$ cat src/rtl/uart_pkg.sv
// ============================================================================
// Module      : uart_pkg
// Description : Shared types and width helpers for the UART receiver slice.
// Revision    : 1.0  initial release
// ============================================================================
`default_nettype none

package uart_pkg;

   // Receiver FSM state encoding
   typedef enum logic [2:0] {
      IDLE      = 3'd0,
      START     = 3'd1,
      DATA      = 3'd2,
      PARITY    = 3'd3,
      STOP      = 3'd4,
      WAIT_IDLE = 3'd5
   } rx_state_t;

   // Width of a counter that must hold 0..data_bits (data bit index)
   function automatic int bit_idx_width(input int data_bits);
      return $clog2(data_bits + 1);
   endfunction

   // Width of a counter that must hold 0..oversample-1 (ticks within one bit)
   function automatic int sample_cnt_width(input int oversample);
      return (oversample > 1) ? $clog2(oversample) : 1;
   endfunction

endpackage

`default_nettype wire

$ cat src/rtl/uart_baud_tick.sv
// ============================================================================
// Module      : uart_baud_tick
// Description : Free-running divider producing a one-cycle oversample tick
//               every CLKS_PER_TICK clocks (every cycle when CLKS_PER_TICK=1).
// Revision    : 1.0  initial release
// ============================================================================
`default_nettype none

module uart_baud_tick #(
   parameter int CLKS_PER_TICK = 27
) (
   input  logic clk,
   input  logic rst,
   output logic tick
);

   localparam int c_CW = (CLKS_PER_TICK > 1) ? $clog2(CLKS_PER_TICK) : 1;
   localparam logic [c_CW-1:0] c_LAST = c_CW'(CLKS_PER_TICK - 1);

   logic [c_CW-1:0] r_cnt;

   // Divider counter wraps at the terminal count
   always_ff @(posedge clk or posedge rst) begin
      if (rst) begin
         r_cnt <= '0;
      end else if (r_cnt == c_LAST) begin
         r_cnt <= '0;
      end else begin
         r_cnt <= r_cnt + c_CW'(1);
      end
   end

   assign tick = (r_cnt == c_LAST);

endmodule

`default_nettype wire

$ cat src/rtl/uart_rx_core.sv
// ============================================================================
// Module      : uart_rx_core
// Description : Oversampling UART receiver. 2-FF synchroniser, mid-bit
//               sampling, false-start rejection, framing and optional parity
//               checks, single-word holding register with valid/ready and an
//               overrun pulse for words dropped while the held word is unread.
//               Optional feature macro: UART_RX_PARITY_EN (adds a parity bit
//               between data and stop; parity_err tied to 0 when undefined).
// Revision    : 1.0  initial release
// ============================================================================
`default_nettype none

module uart_rx_core
   import uart_pkg::*;
#(
   parameter int DATA_BITS     = 8,
   parameter int OVERSAMPLE    = 16,
   parameter int CLKS_PER_TICK = 27,
   parameter int STOP_BITS     = 1,
   parameter int LSB_FIRST     = 1,
   parameter int PARITY_ODD    = 0
) (
   input  logic                 clk,
   input  logic                 rst,
   input  logic                 rxd,
   output logic [DATA_BITS-1:0] data,
   output logic                 valid,
   input  logic                 ready,
   output logic                 frame_err,
   output logic                 parity_err,
   output logic                 overrun,
   output logic                 busy
);

   localparam int c_BIW  = bit_idx_width(DATA_BITS);
   localparam int c_SCW  = sample_cnt_width(OVERSAMPLE);
   localparam logic [c_SCW-1:0] c_MID  = c_SCW'(OVERSAMPLE/2 - 1);
   localparam logic [c_SCW-1:0] c_LAST = c_SCW'(OVERSAMPLE - 1);
   localparam logic [c_BIW-1:0] c_LAST_BIT = c_BIW'(DATA_BITS - 1);

   // ------------------------------------------------------------------
   // Parameter legality
   // ------------------------------------------------------------------
   generate
      if (DATA_BITS < 5 || DATA_BITS > 9) begin : g_bad_data_bits
         $error("uart_rx_core: DATA_BITS must be 5..9");
      end
      if (OVERSAMPLE < 8 || (OVERSAMPLE % 2) != 0) begin : g_bad_oversample
         $error("uart_rx_core: OVERSAMPLE must be even and >= 8");
      end
      if (CLKS_PER_TICK < 1) begin : g_bad_clks_per_tick
         $error("uart_rx_core: CLKS_PER_TICK must be >= 1");
      end
      if (STOP_BITS != 1 && STOP_BITS != 2) begin : g_bad_stop_bits
         $error("uart_rx_core: STOP_BITS must be 1 or 2");
      end
      if (PARITY_ODD != 0 && PARITY_ODD != 1) begin : g_bad_parity_odd
         $error("uart_rx_core: PARITY_ODD must be 0 or 1");
      end
   endgenerate

   // ------------------------------------------------------------------
   // Declarations
   // ------------------------------------------------------------------
   logic                 r_sync1;
   logic                 r_sync2;
   logic                 w_rxs;
   logic                 w_tick;
   logic                 w_mid;
   logic                 w_last_stop;
   logic                 w_ferr_now;
   logic                 w_par_err;
   logic [DATA_BITS-1:0] w_shift_next;

   rx_state_t            r_state;
   logic [c_SCW-1:0]     r_smp_cnt;
   logic [c_BIW-1:0]     r_bit_cnt;
   logic                 r_stop_cnt;
   logic                 r_ferr_acc;
   logic [DATA_BITS-1:0] r_shift;
`ifdef UART_RX_PARITY_EN
   logic                 r_par_bit;
`endif

   // ------------------------------------------------------------------
   // Oversample tick generator
   // ------------------------------------------------------------------
   uart_baud_tick #(
      .CLKS_PER_TICK (CLKS_PER_TICK)
   ) u_baud_tick (
      .clk  (clk),
      .rst  (rst),
      .tick (w_tick)
   );

   // Two-flop synchroniser; resets to the idle line level
   always_ff @(posedge clk or posedge rst) begin
      if (rst) begin
         r_sync1 <= 1'b1;
         r_sync2 <= 1'b1;
      end else begin
         r_sync1 <= rxd;
         r_sync2 <= r_sync1;
      end
   end

   assign w_rxs = r_sync2;

   // Tick position within the current bit; held at 0 while waiting for a start edge
   always_ff @(posedge clk or posedge rst) begin
      if (rst) begin
         r_smp_cnt <= '0;
      end else if (w_tick) begin
         if (r_state == IDLE || r_state == WAIT_IDLE) begin
            r_smp_cnt <= '0;
         end else if (r_smp_cnt == c_LAST) begin
            r_smp_cnt <= '0;
         end else begin
            r_smp_cnt <= r_smp_cnt + c_SCW'(1);
         end
      end
   end

   assign w_mid       = w_tick && (r_smp_cnt == c_MID);
   assign w_last_stop = (r_stop_cnt == 1'(STOP_BITS - 1));
   assign w_ferr_now  = r_ferr_acc | ~w_rxs;

   // Shift direction decides which end of the word the first bit lands in
   generate
      if (LSB_FIRST != 0) begin : g_lsb_first
         assign w_shift_next = {w_rxs, r_shift[DATA_BITS-1:1]};
      end else begin : g_msb_first
         assign w_shift_next = {r_shift[DATA_BITS-2:0], w_rxs};
      end
   endgenerate

`ifdef UART_RX_PARITY_EN
   assign w_par_err = (((^r_shift) ^ r_par_bit) != 1'(PARITY_ODD));
`else
   assign w_par_err = 1'b0;
`endif

   // Frame FSM plus output holding register, handshake and overrun pulse
   always_ff @(posedge clk or posedge rst) begin
      if (rst) begin
         r_state    <= WAIT_IDLE;
         r_bit_cnt  <= '0;
         r_stop_cnt <= 1'b0;
         r_ferr_acc <= 1'b0;
         r_shift    <= '0;
`ifdef UART_RX_PARITY_EN
         r_par_bit  <= 1'b0;
`endif
         data       <= '0;
         valid      <= 1'b0;
         frame_err  <= 1'b0;
         parity_err <= 1'b0;
         overrun    <= 1'b0;
      end else begin
         overrun <= 1'b0;
         // Consumer handshake; a delivery in the same cycle overrides this
         if (valid && ready) begin
            valid <= 1'b0;
         end

         case (r_state)
            WAIT_IDLE: begin
               if (w_tick && w_rxs) begin
                  r_state <= IDLE;
               end
            end

            IDLE: begin
               if (w_tick && !w_rxs) begin
                  r_state <= START;
               end
            end

            START: begin
               if (w_mid) begin
                  if (w_rxs) begin
                     // Glitch shorter than half a bit: ignore silently
                     r_state <= IDLE;
                  end else begin
                     r_state   <= DATA;
                     r_bit_cnt <= '0;
                  end
               end
            end

            DATA: begin
               if (w_mid) begin
                  r_shift   <= w_shift_next;
                  r_bit_cnt <= r_bit_cnt + c_BIW'(1);
                  if (r_bit_cnt == c_LAST_BIT) begin
                     r_stop_cnt <= 1'b0;
                     r_ferr_acc <= 1'b0;
`ifdef UART_RX_PARITY_EN
                     r_state    <= PARITY;
`else
                     r_state    <= STOP;
`endif
                  end
               end
            end

`ifdef UART_RX_PARITY_EN
            PARITY: begin
               if (w_mid) begin
                  r_par_bit <= w_rxs;
                  r_state   <= STOP;
               end
            end
`endif

            STOP: begin
               if (w_mid) begin
                  if (w_last_stop) begin
                     if (!valid || ready) begin
                        data       <= r_shift;
                        frame_err  <= w_ferr_now;
                        parity_err <= w_par_err;
                        valid      <= 1'b1;
                     end else begin
                        overrun    <= 1'b1;
                     end
                     // A low final stop sample may be a break: wait for idle
                     r_state <= w_rxs ? IDLE : WAIT_IDLE;
                  end else begin
                     r_ferr_acc <= w_ferr_now;
                     r_stop_cnt <= 1'b1;
                  end
               end
            end

            default: begin
               r_state <= WAIT_IDLE;
            end
         endcase
      end
   end

   assign busy = (r_state != IDLE);

endmodule

`default_nettype wire

$ cat config.mk
export PLATFORM = sky130hd
export DESIGN_NAME = uart_rx_core
export DESIGN_NICKNAME = d
export VERILOG_FILES = /design/src/rtl/uart_pkg.sv /design/src/rtl/uart_baud_tick.sv /design/src/rtl/uart_rx_core.sv
export SDC_FILE = /design/constraint.sdc
export NUM_CORES = 1
export LEC_CHECK = 0
export BUFFER_PORTS_ARGS = -buffer_cell sky130_fd_sc_hd__clkbuf_2
export CAP_MARGIN = 20
export CORE_UTILIZATION = 25
export DETAILED_ROUTE_END_ITERATION = 6
export PLACE_DENSITY = 0.42
export SLEW_MARGIN = 30
export SYNTH_ARGS = -nofsm -noshare
export SYNTH_HDL_FRONTEND = slang
export SYNTH_SLANG_ARGS = --single-unit
$ cat constraint.sdc
create_clock -name clk -period 4.53 [get_ports clk]
set_input_delay 0.906 -clock clk [delete_from_list [all_inputs] [get_ports clk]]
set_output_delay 0.906 -clock clk [all_outputs]
set_load 0.01 [all_outputs]
==> results.sh <==
export IMPL_hold_viol=0
export IMPL_cp_max_fo=12
export IMPL_clockRootBuffer="clkbuf_8"
export IMPL_dp_cells=250
export IMPL_grt_max_degree=39
export IMPL_synthSimpleGateAreaFrac_pct=15.3
export IMPL_final_setup_viol_count=0
export IMPL_finalNetCount=169
export IMPL_antenna_found_initial=0
export IMPL_ys_ff_latch=38
export IMPL_slowest_delay_ns=0.53
export IMPL_min_period_ns=2.22
export IMPL_yosys_area_share_xor_xnor_pct=1.50
export IMPL_finalMaxSlewViolations=0
export IMPL_yosysUniqueCellTypes=39
export IMPL_drc_errors=0
export IMPL_numCtsBuffers=5
export IMPL_synth_edf_count=0
export IMPL_p_per_area_nw_per_um2=342
export IMPL_core_rowCount=30
export IMPL_synth_nets=152
export IMPL_required_ns=4.70
export IMPL_syn_avg_cell_area_um2=12.2
export IMPL_grt_pass1_vias=1174
export IMPL_regArea_um2=956
export IMPL_wl_per_cell_um=12.3
export IMPL_period_share_pct=49.0
export IMPL_arrival_ns=2.39
export IMPL_synth_adder_area_share_pct=2.86
export IMPL_synthMuxAreaShare_pct=12.1
export IMPL_final_cells=258
export IMPL_cts_tree="yes"
export IMPL_via_count=1156
export IMPL_wirelength_um=3180
export IMPL_vias_per_cell=4.48
export IMPL_synth_flop_cell="dfrtp_1"
export IMPL_netlist_area_um2=1750
export IMPL_first_pass_iters=4
export IMPL_clockBufferDepth=2
export IMPL_ctsResizeCount=0
export IMPL_power_leakage_nw=0.949
export IMPL_synthCells=144
export IMPL_htree_num_levels=2
export IMPL_fmax_mhz=450
export IMPL_fin_area_um2=2060
export IMPL_dpl_instance_area_um2=1920
export IMPL_seq_area_frac_synth_pct=54.6
export IMPL_multi_input_area_um2=744
export IMPL_numPortBuffers=15
export IMPL_hpwl_um=2260
export IMPL_die_area_um2=7340
export IMPL_async_flop_share_pct=100
export IMPL_synth_top_family_by_area="simple AND/OR/NAND/NOR gates"
export IMPL_clock_latency_ns=0.28
export IMPL_hold_path_class="reg -> reg"
export IMPL_start_util_pct=25.8
export IMPL_die_x_um=85.7
export IMPL_path_cells="inv_1, ha_1, and4b_1, and3_1, mux2_2"
export IMPL_place_congestion=0.652
export IMPL_grt_pass1_wl_um=5580
export IMPL_die_y_um=85.7
export IMPL_core_area_um2=6790
export IMPL_end_kind="register"
export IMPL_synth_compound_area_share_pct=10.6
export IMPL_route_antenna_remaining_nets=0
export IMPL_fillers=679
export IMPL_cts_sinks=38
export IMPL_antenna_cells=0
export IMPL_hold_buffers=0
export IMPL_rsz0062_at_grt="false"
export IMPL_areaGrowthSynthToFinish_pct=17.7
export IMPL_finClkSkew_ns=0.00225
export IMPL_postCtsSetupRepairBufs=0
export IMPL_drtIter0Drc=56
export IMPL_grt_usage_pct=9.73
export IMPL_cap_viol_max_count=0
export IMPL_cp_slowest_cell="and3_1"
export IMPL_overflow=0
export IMPL_clk_pin_slew_ns=0.08
export IMPL_startpoint_type="register"
export IMPL_tns_ns=0
export IMPL_drive_above_1_share_pct=30.9
export IMPL_yosysWarnings=0
export IMPL_crit_type="reg -> reg"
export IMPL_outcome="finished clean"
export IMPL_ios=17
export IMPL_peakVddDrop_mv=0.115
[final timing paths]
check / startpoint / end / slack (ns) / depth (start not counted)
max in group asynchronous: rst / r_state[2]$_DFFE_PP1P_ / 3.46 / 3
worst min-delay path: r_sync1$_DFF_PP1_ / r_sync2$_DFF_PP1_ / 0.36 / 0
worst max-delay path: u_baud_tick.r_cnt[0]$_DFF_PP0_ / r_shift[0]$_DFFE_PP0P_ / 2.31 / 5
min in group asynchronous: rst / data[7]$_DFFE_PP0P_ / 0.70 / 3
worst min register to register: r_sync1$_DFF_PP1_ / r_sync2$_DFF_PP1_ / 0.36 / 0
worst max register to register: u_baud_tick.r_cnt[0]$_DFF_PP0_ / r_shift[0]$_DFFE_PP0P_ / 2.31 / 5
[power breakdown]
group	leakage [nW]	switching, W	total, W	internal, W
logic	0.376	0.00000723	0.00000903	0.00000180
clock network	0.0714	0.000119	0.000354	0.000235
registers	0.502	0.000000995	0.000342	0.000341
total	0.949	0.000128	0.000705	0.000577
[metal layers]
layer | vias up | routed length [µm] | track usage [%]
met3 | 4 | 96 | 3.46
met4 | 0 | 13 | 2.73
li1 | 550 | - | -
met2 | 22 | 1470 | 15.2
met5 | - | 0 | 0
met1 | 580 | 1600 | 12.8
[cell families (layout without fill, tap and decap cells)]
family	Yosys count	count (layout)
and+or+nand+nor	42	42
AOI/OAI and AO/OA	27	27
buffers and inverters	10	28
muxes	19	19
adders and majority gates	4	4
xor gates and xnor gates	3	3
other	1	1
DFF	38	38
[worst max-delay path, delay by kind of cell, from the launching register on]
family,cells,cell delay [ns]
multiplexers,1,0.39
AND/OR/NAND/NOR,2,1.00
flip-flops,1,0.41
buffers and inverters,1,0.07
adder cells (fa/ha/maj),1,0.23
[cell type report]
type,count,area share [%]
Sequential cell,38,46.4
Multi-Input combinational cell,96,36.1
Tap cell,96,5.83
Clock buffer,6,4.01
Timing Repair Buffer,16,4.01
Clock inverter,2,2.91
Inverter,4,0.729
[cell usage in the layout, fill, tap and decap left out, types with 3 or more instances in the layout]
cell type / n
a22o_1: 3
nor2b_1: 3
clkbuf_2: 15
o21ai_0: 9
clkbuf_8: 6
dfrtp_1: 34
nor2_1: 9
ha_1: 4
dfstp_2: 4
nand3_1: 5
nand2b_1: 3
nand2_1: 9
inv_1: 4
mux2_2: 17
a21oi_1: 4
[flip-flops by register name, summed over array words and instances (netlist names)]
signal	cells
r_sync2	1
valid	1
r_ferr_acc	1
r_state	3
frame_err	1
r_shift	8
overrun	1
u_baud_tick.r_cnt	5
r_bit_cnt	4
r_smp_cnt	4
data	8
r_sync1	1
[through the flow]
step                      utilization (%)  hold WS (ns)  total power, W  setup slack [ns]
after floorplan                         -         0.345        0.000354              2.75
after global placement               28.2         0.346        0.000358              2.41
after detailed placement             28.2         0.349        0.000358              2.32
after CTS                            30.3         0.361        0.000717              2.30
after global routing                 30.3         0.367        0.000736              2.18
final                                30.3         0.359        0.000705              2.31
[synthesized netlist by cell type, types with 3 or more instances]
cell,instances,share of area [%]
o21ai_0,9,2.6
nand3_1,5,1.4
dfstp_2,4,6.0
ha_1,4,2.9
a22o_1,3,1.5
nand2b_1,3,1.1
a21oi_1,4,1.1
mux2_2,17,11
buf_2,4,1.1
nor2b_1,3,1.1
dfrtp_1,34,49
nor2_1,9,1.9
inv_1,4,0.86
nand2_1,9,1.9
No activity file was read; power rests on OpenSTA's default activity.
